$ cat src/rtl/lsu_mem_stage.sv
// Load/store stage behind the RV32I ALU: funct3/alignment checks, one outstanding req/ack data-memory access, extended load data to writeback.
// Optional LSU_TIMEOUT_EN: abort an access with rsp_err after MAX_WAIT cycles without dmem_ack.
module lsu_mem_stage #(
  parameter int unsigned MAX_WAIT = 255
) (
  input  logic        clk,
  input  logic        rst_n,
  input  logic        req_valid,
  output logic        req_ready,
  input  logic        req_we,
  input  logic [2:0]  req_funct3,
  input  logic [31:0] req_addr,
  input  logic [31:0] req_wdata,
  output logic        rsp_valid,
  output logic [31:0] rsp_rdata,
  output logic        rsp_err,
  output logic        dmem_req,
  output logic        dmem_we,
  output logic [31:0] dmem_addr,
  output logic [3:0]  dmem_be,
  output logic [31:0] dmem_wdata,
  input  logic        dmem_ack,
  input  logic [31:0] dmem_rdata
);

  localparam logic [1:0] IDLE   = 2'd0;
  localparam logic [1:0] ACCESS = 2'd1;
  localparam logic [1:0] RESP   = 2'd2;

  logic [1:0]  state_q, state_d;
  logic        dmem_req_q, dmem_req_d;
  logic        dmem_we_q, dmem_we_d;
  logic [31:0] dmem_addr_q, dmem_addr_d;
  logic [3:0]  dmem_be_q, dmem_be_d;
  logic [31:0] dmem_wdata_q, dmem_wdata_d;
  logic        rsp_valid_q, rsp_valid_d;
  logic        rsp_err_q, rsp_err_d;
  logic [31:0] rsp_rdata_q, rsp_rdata_d;
  logic [1:0]  offset_q, offset_d;
  logic [2:0]  funct3_q, funct3_d;
  logic        we_q, we_d;

  logic        req_bad;
  logic [3:0]  req_be;
  logic [31:0] req_lane_wdata;
  logic [31:0] load_lane;
  logic [31:0] load_data;

`ifdef LSU_TIMEOUT_EN
  localparam int unsigned WaitW = (MAX_WAIT > 1) ? $clog2(MAX_WAIT) : 1;
  localparam logic [WaitW-1:0] WaitLast = WaitW'(MAX_WAIT - 1);
  logic [WaitW-1:0] wait_q, wait_d;
`endif

  // Request decode: legality, alignment and store lane placement from the incoming address.
  always_comb begin
    req_bad        = 1'b0;
    req_be         = 4'b1111;
    req_lane_wdata = 32'h0;
    unique case (req_funct3)
      3'b000: begin
        req_be         = 4'b0001 << req_addr[1:0];
        req_lane_wdata = {4{req_wdata[7:0]}};
      end
      3'b001: begin
        req_bad        = req_addr[0];
        req_be         = 4'b0011 << {req_addr[1], 1'b0};
        req_lane_wdata = {2{req_wdata[15:0]}};
      end
      3'b010: begin
        req_bad        = |req_addr[1:0];
        req_lane_wdata = req_wdata;
      end
      3'b100, 3'b101: begin
        req_bad = req_we | (req_funct3[0] & req_addr[0]);
      end
      default: req_bad = 1'b1;
    endcase
    if (!req_we) begin
      req_be         = 4'b1111;
      req_lane_wdata = 32'h0;
    end
  end

  // Load lane select and extension, using the offset/funct3 latched at accept.
  always_comb begin
    load_lane = dmem_rdata >> {offset_q, 3'b000};
    load_data = load_lane;
    unique case (funct3_q)
      3'b000:  load_data = {{24{load_lane[7]}}, load_lane[7:0]};
      3'b001:  load_data = {{16{load_lane[15]}}, load_lane[15:0]};
      3'b100:  load_data = {24'h0, load_lane[7:0]};
      3'b101:  load_data = {16'h0, load_lane[15:0]};
      default: load_data = load_lane;
    endcase
  end

  always_comb begin
    state_d      = state_q;
    dmem_req_d   = dmem_req_q;
    dmem_we_d    = dmem_we_q;
    dmem_addr_d  = dmem_addr_q;
    dmem_be_d    = dmem_be_q;
    dmem_wdata_d = dmem_wdata_q;
    rsp_valid_d  = 1'b0;
    rsp_err_d    = rsp_err_q;
    rsp_rdata_d  = rsp_rdata_q;
    offset_d     = offset_q;
    funct3_d     = funct3_q;
    we_d         = we_q;
`ifdef LSU_TIMEOUT_EN
    wait_d       = wait_q;
`endif
    unique case (state_q)
      IDLE: begin
        if (req_valid) begin
          offset_d = req_addr[1:0];
          funct3_d = req_funct3;
          we_d     = req_we;
          if (req_bad) begin
            state_d     = RESP;
            rsp_valid_d = 1'b1;
            rsp_err_d   = 1'b1;
            rsp_rdata_d = 32'h0;
          end else begin
            state_d      = ACCESS;
            dmem_req_d   = 1'b1;
            dmem_we_d    = req_we;
            dmem_addr_d  = {req_addr[31:2], 2'b00};
            dmem_be_d    = req_be;
            dmem_wdata_d = req_lane_wdata;
`ifdef LSU_TIMEOUT_EN
            wait_d       = '0;
`endif
          end
        end
      end
      ACCESS: begin
        if (dmem_ack) begin
          state_d     = RESP;
          dmem_req_d  = 1'b0;
          rsp_valid_d = 1'b1;
          rsp_err_d   = 1'b0;
          rsp_rdata_d = we_q ? 32'h0 : load_data;
`ifdef LSU_TIMEOUT_EN
        end else if (wait_q == WaitLast) begin
          // Give up on the bus; any ack arriving later lands outside ACCESS and is dropped.
          state_d     = RESP;
          dmem_req_d  = 1'b0;
          rsp_valid_d = 1'b1;
          rsp_err_d   = 1'b1;
          rsp_rdata_d = 32'h0;
        end else begin
          wait_d = wait_q + 1'b1;
`endif
        end
      end
      RESP:    state_d = IDLE;
      default: state_d = IDLE;
    endcase
  end

  always_ff @(posedge clk or negedge rst_n) begin
    if (!rst_n) begin
      state_q      <= IDLE;
      dmem_req_q   <= 1'b0;
      dmem_we_q    <= 1'b0;
      dmem_addr_q  <= 32'h0;
      dmem_be_q    <= 4'h0;
      dmem_wdata_q <= 32'h0;
      rsp_valid_q  <= 1'b0;
      rsp_err_q    <= 1'b0;
      rsp_rdata_q  <= 32'h0;
      offset_q     <= 2'b00;
      funct3_q     <= 3'b000;
      we_q         <= 1'b0;
`ifdef LSU_TIMEOUT_EN
      wait_q       <= '0;
`endif
    end else begin
      state_q      <= state_d;
      dmem_req_q   <= dmem_req_d;
      dmem_we_q    <= dmem_we_d;
      dmem_addr_q  <= dmem_addr_d;
      dmem_be_q    <= dmem_be_d;
      dmem_wdata_q <= dmem_wdata_d;
      rsp_valid_q  <= rsp_valid_d;
      rsp_err_q    <= rsp_err_d;
      rsp_rdata_q  <= rsp_rdata_d;
      offset_q     <= offset_d;
      funct3_q     <= funct3_d;
      we_q         <= we_d;
`ifdef LSU_TIMEOUT_EN
      wait_q       <= wait_d;
`endif
    end
  end

  assign req_ready  = (state_q == IDLE);
  assign rsp_valid  = rsp_valid_q;
  assign rsp_err    = rsp_err_q;
  assign rsp_rdata  = rsp_rdata_q;
  assign dmem_req   = dmem_req_q;
  assign dmem_we    = dmem_we_q;
  assign dmem_addr  = dmem_addr_q;
  assign dmem_be    = dmem_be_q;
  assign dmem_wdata = dmem_wdata_q;

endmodule
$ cat config.mk
export PLATFORM = sky130hd
export DESIGN_NAME = lsu_mem_stage
export DESIGN_NICKNAME = d
export VERILOG_FILES = /design/src/rtl/lsu_mem_stage.sv
export SDC_FILE = /design/constraint.sdc
export NUM_CORES = 1
export LEC_CHECK = 0
export BUFFER_PORTS_ARGS = -buffer_cell sky130_fd_sc_hd__buf_2
export CAP_MARGIN = 40
export CELL_PAD_IN_SITES_DETAIL_PLACEMENT = 1
export CELL_PAD_IN_SITES_GLOBAL_PLACEMENT = 2
export CORE_MARGIN = 3
export CORE_UTILIZATION = 29
export CTS_BUF_LIST = sky130_fd_sc_hd__clkbuf_8
export CTS_CLUSTER_DIAMETER = 150
export DETAILED_ROUTE_END_ITERATION = 8
export GPL_TIMING_DRIVEN = 0
export PLACE_DENSITY = 0.93
export SLEW_MARGIN = 30
export SYNTH_ARGS = -nofsm -noshare
export SYNTH_HDL_FRONTEND = slang
export SYNTH_SLANG_ARGS = --single-unit
$ cat constraint.sdc
create_clock -name clk -period 2.45 [get_ports clk]
set_clock_uncertainty 0.1 [all_clocks]
set_input_delay 0.245 -clock clk [delete_from_list [all_inputs] [get_ports clk]]
set_output_delay 0.245 -clock clk [all_outputs]
set_load 0.01 [all_outputs]
Word-level counts from Yosys, hierarchy flattened
Cells that the tools add are included.
Widths: inputs -> output; s select.

cells by class
  multiplexer cells = 26
  shifts and indexed selects = 3
  eq/ne operators = 12
  reductions and logical operators = 11
  bitwise operators = 3

operators by type and width
  operator             count
  $mux 32              5
  $pmux 32 s4          1
  $pmux 32 s3          1
  $pmux 32 s2          1
  $shr 32x5->32        1
  $eq 3x3->1 const B   4
  $mux 1               8
  $pmux 4 s2           1
  $reduce_and 4->1     2
  $eq 3x1->1 const B   2
  $logic_not 3->1      2
  $mux 2               3
  $ne 2x2->1 const B   3
  $pmux 1 s2           3
  $mux 4               1
  $pmux 1 s4           1
  $pmux 2 s2           1
  $reduce_and 2->1     2
  $reduce_or 2->1      2
  $shl 1x2->4 const A  1
  $shl 2x2->4 const A  1
  $eq 3x2->1 const B   1
  $reduce_and 3->1     1
  $eq 2x1->1 const B   1
  other kinds (6)      6

word-level totals
  output and inout bits = 105
  input port bits = 104
  register bits = 110
  word-level logic and storage cells = 67

Longest topological paths before layout
  word-level depth = 6
  gate-level depth with buffers = 7
  mapped depth without buffers = 4

Worst setup path before layout
No wires, ideal clock.

  path type = flip-flop to flip-flop
  start = register state_q[1]
  end = register rsp_rdata_q[28] (netlist: rsp_rdata[28])
  buffers on the path = 2
  setup time = 126 ps
  path slack = 586 ps
  stages on the path, launching flop included = 7
  arrival time = 1,638 ps
  data required time = 2,224 ps
  clock period less this slack = 1,864 ps
  cell sequence = dfrtp_1 nor3b_4 nor3b_2 nor2b_1 buf_6 buf_6 a221o_1

on the way
  word-level cells in the longest chain between the ends = 3
  elaborated cells between the ends (all ways) = 8
  those cells by class = eq/ne: 4; mux: 1; reduce/logical: 3

ends and longest elaborated chain
  element                                              line  text
  start, declared                                      30    logic [1:0] state_q, state_d;
  start signal, assigned                               181   state_q <= state_d;
  $eq 2x1->1 or $logic_not 2->1 (tied branches)        114   unique case (state_q)
  $ne 2x2->1 (no source line) (tied with other cells)  --
  $reduce_and 4->1 (no source line)                    --
  end signal, assigned                                 189   rsp_rdata_q <= rsp_rdata_d;
  end, declared                                        38    logic [31:0] rsp_rdata_q, rsp_rdata_d;

Several ways; a longest one is shown, not always the timed one.
A chain may end at the register's enable or synchronous reset.

Final worst setup path
  start = register state_q[1]
  end = register dmem_wdata_q[26] (netlist: dmem_wdata[26])

on the way
  word-level cells in the longest chain between the ends = 2

ends and longest elaborated chain
  element                            line  text
  $logic_not 2->1                    114
  $reduce_and 3->1 (no source line)  --
  end signal, assigned               186   dmem_wdata_q <= dmem_wdata_d;
  end, declared                      35    logic [31:0] dmem_wdata_q, dmem_wdata_d;

Every way passes these cells.

==> flow_metrics.tcl <==
set metrics [dict create \
    grt_setup_unrepaired "no" \
    dp.final_hpwl_um 13700 \
    fmax_mhz 441 \
    layout-drive-gt1-share_pct 33.4 \
    yosys-top-cells-area "dfrtp_1 55%, nand2_1 8.8%, a22o_1 4.4%" \
    cts_tree "done" \
    path_clk_slew_ns 0.10 \
    vias 4853 \
    final_common_cell "buf_2" \
    power.switching_mw 1.84 \
    crit_slowest_cell "nor3b_4" \
    crit_chain "nor3b_4, o21ai_1, clkbuf_1, clkbuf_1, a22o_1" \
    grt_max_degree 61 \
    leakage_nw 3.68 \
    worstPathArrival_ns 2.43 \
    htreeDepth 3 \
    antenna_found_initial 1 \
    start_util_pct 29.9 \
    worst_slew_pin_slew_ns 0.584 \
    grt_pass1_wl_um 28500 \
    p_seq_share_pct 44.9 \
    cts_made_buffers 9 \
    crit_start "state_q[1]$_DFFE_PN0P_" \
    clock_latency_ns 0.37 \
    grt_overflow 0 \
    ant_nets 0 \
    synthesis.area_mm2 0.00502 \
    cts.sinks 110 \
    fillers 1967 \
    ctsResizeCount 0 \
    portBuffers 206 \
    reg2reg_to "dmem_wdata[26]$_DFFE_PN0P_" \
    clkPwrFrac_pct 22.2 \
    peakVddDrop_uv 321 \
    holdBufCountCts 40 \
    areaGrowthSynthToFinish_pct 39.0 \
    swShare_pct 34.2 \
    hold_violations 0 \
    period_share_pct 92.5 \
    seq_area_mm2 0.00275 \
    setup_violations 0 \
    drt_iter0_drc 193 \
    power_density_mw_per_mm2 771 \
    required_ns 2.61 \
    core-area_mm2 0.0168 \
    critPathKind "reg2reg" \
    p_int_mw 3.54 \
    ys_ff_latch 110 \
    startpoint_type "flip-flop" \
    critPathCaptureType "flip-flop" \
    ys_seq_area_share_pct 54.8 \
    fp.dieH_um 138 \
    hold_class "in2reg" \
    drv_cap 0 \
    avgSynthCellArea_um2 10.3 \
    synth_warnings 0 \
    whs_endpoint "dmem_wdata[16]$_DFFE_PN0P_" \
    critical_path.most_common_cell "clkbuf_1" \
    crit_path_max_incr_delay_ns 0.48 \
    worst_slack_ns 0.183 \
    holdWs_ns 0.0531 \
    min-delay-start "req_wdata[16]" \
    post_cts_buffers 0 \
    clockBufferDepth 2 \
    fin_util_pct 41.6 \
    slew_headroom_pct 61.0 \
    first_pass_iters 4 \
    path_max_fanout 10 \
    io-pin-count 209 \
    row_count 47 \
    final_cell_mix "212 x buf_2, 118 x nand2_1, 110 x dfrtp_1, 40 x dlygate4sd3_1, 34 x a21oi_1" \
    gp_congestion 0.828 \
    reg2reg_depth 5 \
    multi_input_comb_area_mm2 0.00206 \
    maxSlewViolCount 0 \
    diodes 0 \
    r2r_slack_ns 0.18 \
    dieArea_mm2 0.0189 \
    final_nets 852 \
    place_ws_ns 0.139 \
    fin_crit_ns 2.27 \
    wire_per_inst_um 19.2 \
    root_buffer "clkbuf_8" \
    combPwrFrac_pct 32.9 \
    track_usage_pct 19.7 \
    outcome "finished clean" \
    routed_wirelength_um 18600 \
    yosysUniqueCellTypes 37 \
    grt_pass1_vias 5273 \
    total_power_mw 5.38 \
    postSynthCellCount 489 \
    drc_errors 0 \
    dp.cells 917 \
    viasPerCell 4.99 \
    final_cells 972 \
    die_width_um 138 \
    reg2reg_from "state_q[1]$_DFFE_PN0P_" \
    path_delay_family "buffers and inverters" \
    synth_top_cell_area_share_pct 54.8 \
    holdPathStages 3 \
    yosys.area.top_type "dfrtp_1" \
    critPathBufInv 2 \
]
power groups by stage:
stage	Sequential (mW)	Combinational [mW]	Clock, mW
3_5_place_dp	2.44	1.71	0
3_3_place_gp	2.42	1.65	0
5_1_grt	2.47	1.94	1.31
4_1_cts	2.41	1.76	1.25
6_report	2.42	1.77	1.19
2_1_floorplan	2.57	0.775	0
cell usage after synthesis:
master     number
a211o_1        15
a21oi_1        34
a221o_1         8
a221oi_2        1
a22o_1         25
a32o_1          7
and2_1          1
buf_1           4
buf_2           7
buf_4           4
buf_6           4
clkbuf_1       21
conb_1          1
dfrtp_1       110
inv_1           2
mux2_2          6
mux2i_1        16
mux4_2          1
nand2_1       118
nand2b_1        2
nand3b_1       10
nor2_1         13
nor2_2          1
nor2b_1        21
nor3b_1         1
nor3b_2         2
nor3b_4         1
nor4_2          1
nor4bb_1        1
o2111a_2        1
o211ai_1        1
o21a_1          2
o21ai_0        33
o21ai_1         1
o2bb2ai_1       8
o32a_1          3
or2_2           2
worst register-to-register path: cells and delay by family, from the launching register on:
family	cells	cell delay, ns
buffers and inverters	2	0.65
and+or+nand+nor	1	0.48
AOI/OAI and AO/OA	2	0.47
DFF	1	0.46
per-stage QoR:
stage / instance area [um^2] / TNS, ns
after CTS: 6980 / 0
after floorplan: 5020 / 0
after detailed placement: 6360 / 0
final: 6980 / 0
after global routing: 6980 / 0
after global placement: 6330 / -25.93
logic make-up (layout without fill, tap and decap cells):
| kind of cell | count (synthesis) | in the layout | share of synthesized area, % |
|---|---|---|---|
| AO/OA/AOI/OAI | 139 | 139 | 19.7 |
| buffers and inverters | 42 | 304 | 4.21 |
| flip-flops | 110 | 110 | 54.8 |
| multiplexers | 23 | 23 | 4.99 |
| other | 1 | 2 | 0.0747 |
| AND/OR/NAND/NOR | 174 | 174 | 16.1 |
worst max path at each step:
stage | to | slack, ns | cells after the start
floorplan | rsp_rdata[28]$_DFFE_PN0P_ | 0.59 | 6
global placement | dmem_addr[25]$_DFFE_PN0P_ | -0.25 | 1
detailed placement | dmem_wdata[15]$_DFFE_PN0P_ | 0.14 | 5
CTS | dmem_wdata[27]$_DFFE_PN0P_ | 0.13 | 5
global route | dmem_wdata[15]$_DFFE_PN0P_ | 0.03 | 5
finish | dmem_wdata[26]$_DFFE_PN0P_ | 0.18 | 5
layout make-up:
class / count / area share, %
flip-flops and latches: 110 / 39.5
multi-input cells: 338 / 29.5
repair buffers: 247 / 21.0
well taps: 220 / 3.95
plain buffers: 40 / 2.92
clock buffers: 10 / 1.97
clock inverters: 5 / 1.09
inverters: 2 / 0.108
state kept, by name, summed over array words and instances (netlist names), 2 cells and up:
register / cells
rsp_rdata: 32
dmem_be: 4
dmem_addr: 30
offset_q: 2
state_q: 2
funct3_q: 3
dmem_wdata: 32
metal layers:
metal | global-route usage, % | wire length [um] | share of wire [%]
met4 | 6.54 | 374 | 2.0
met3 | 6.21 | 1640 | 8.8
met1 | 23.8 | 7560 | 41
met2 | 33.4 | 9050 | 49
met5 | 0 | 13 | 0.070
Note: power is estimated with default switching activity, not from simulation.
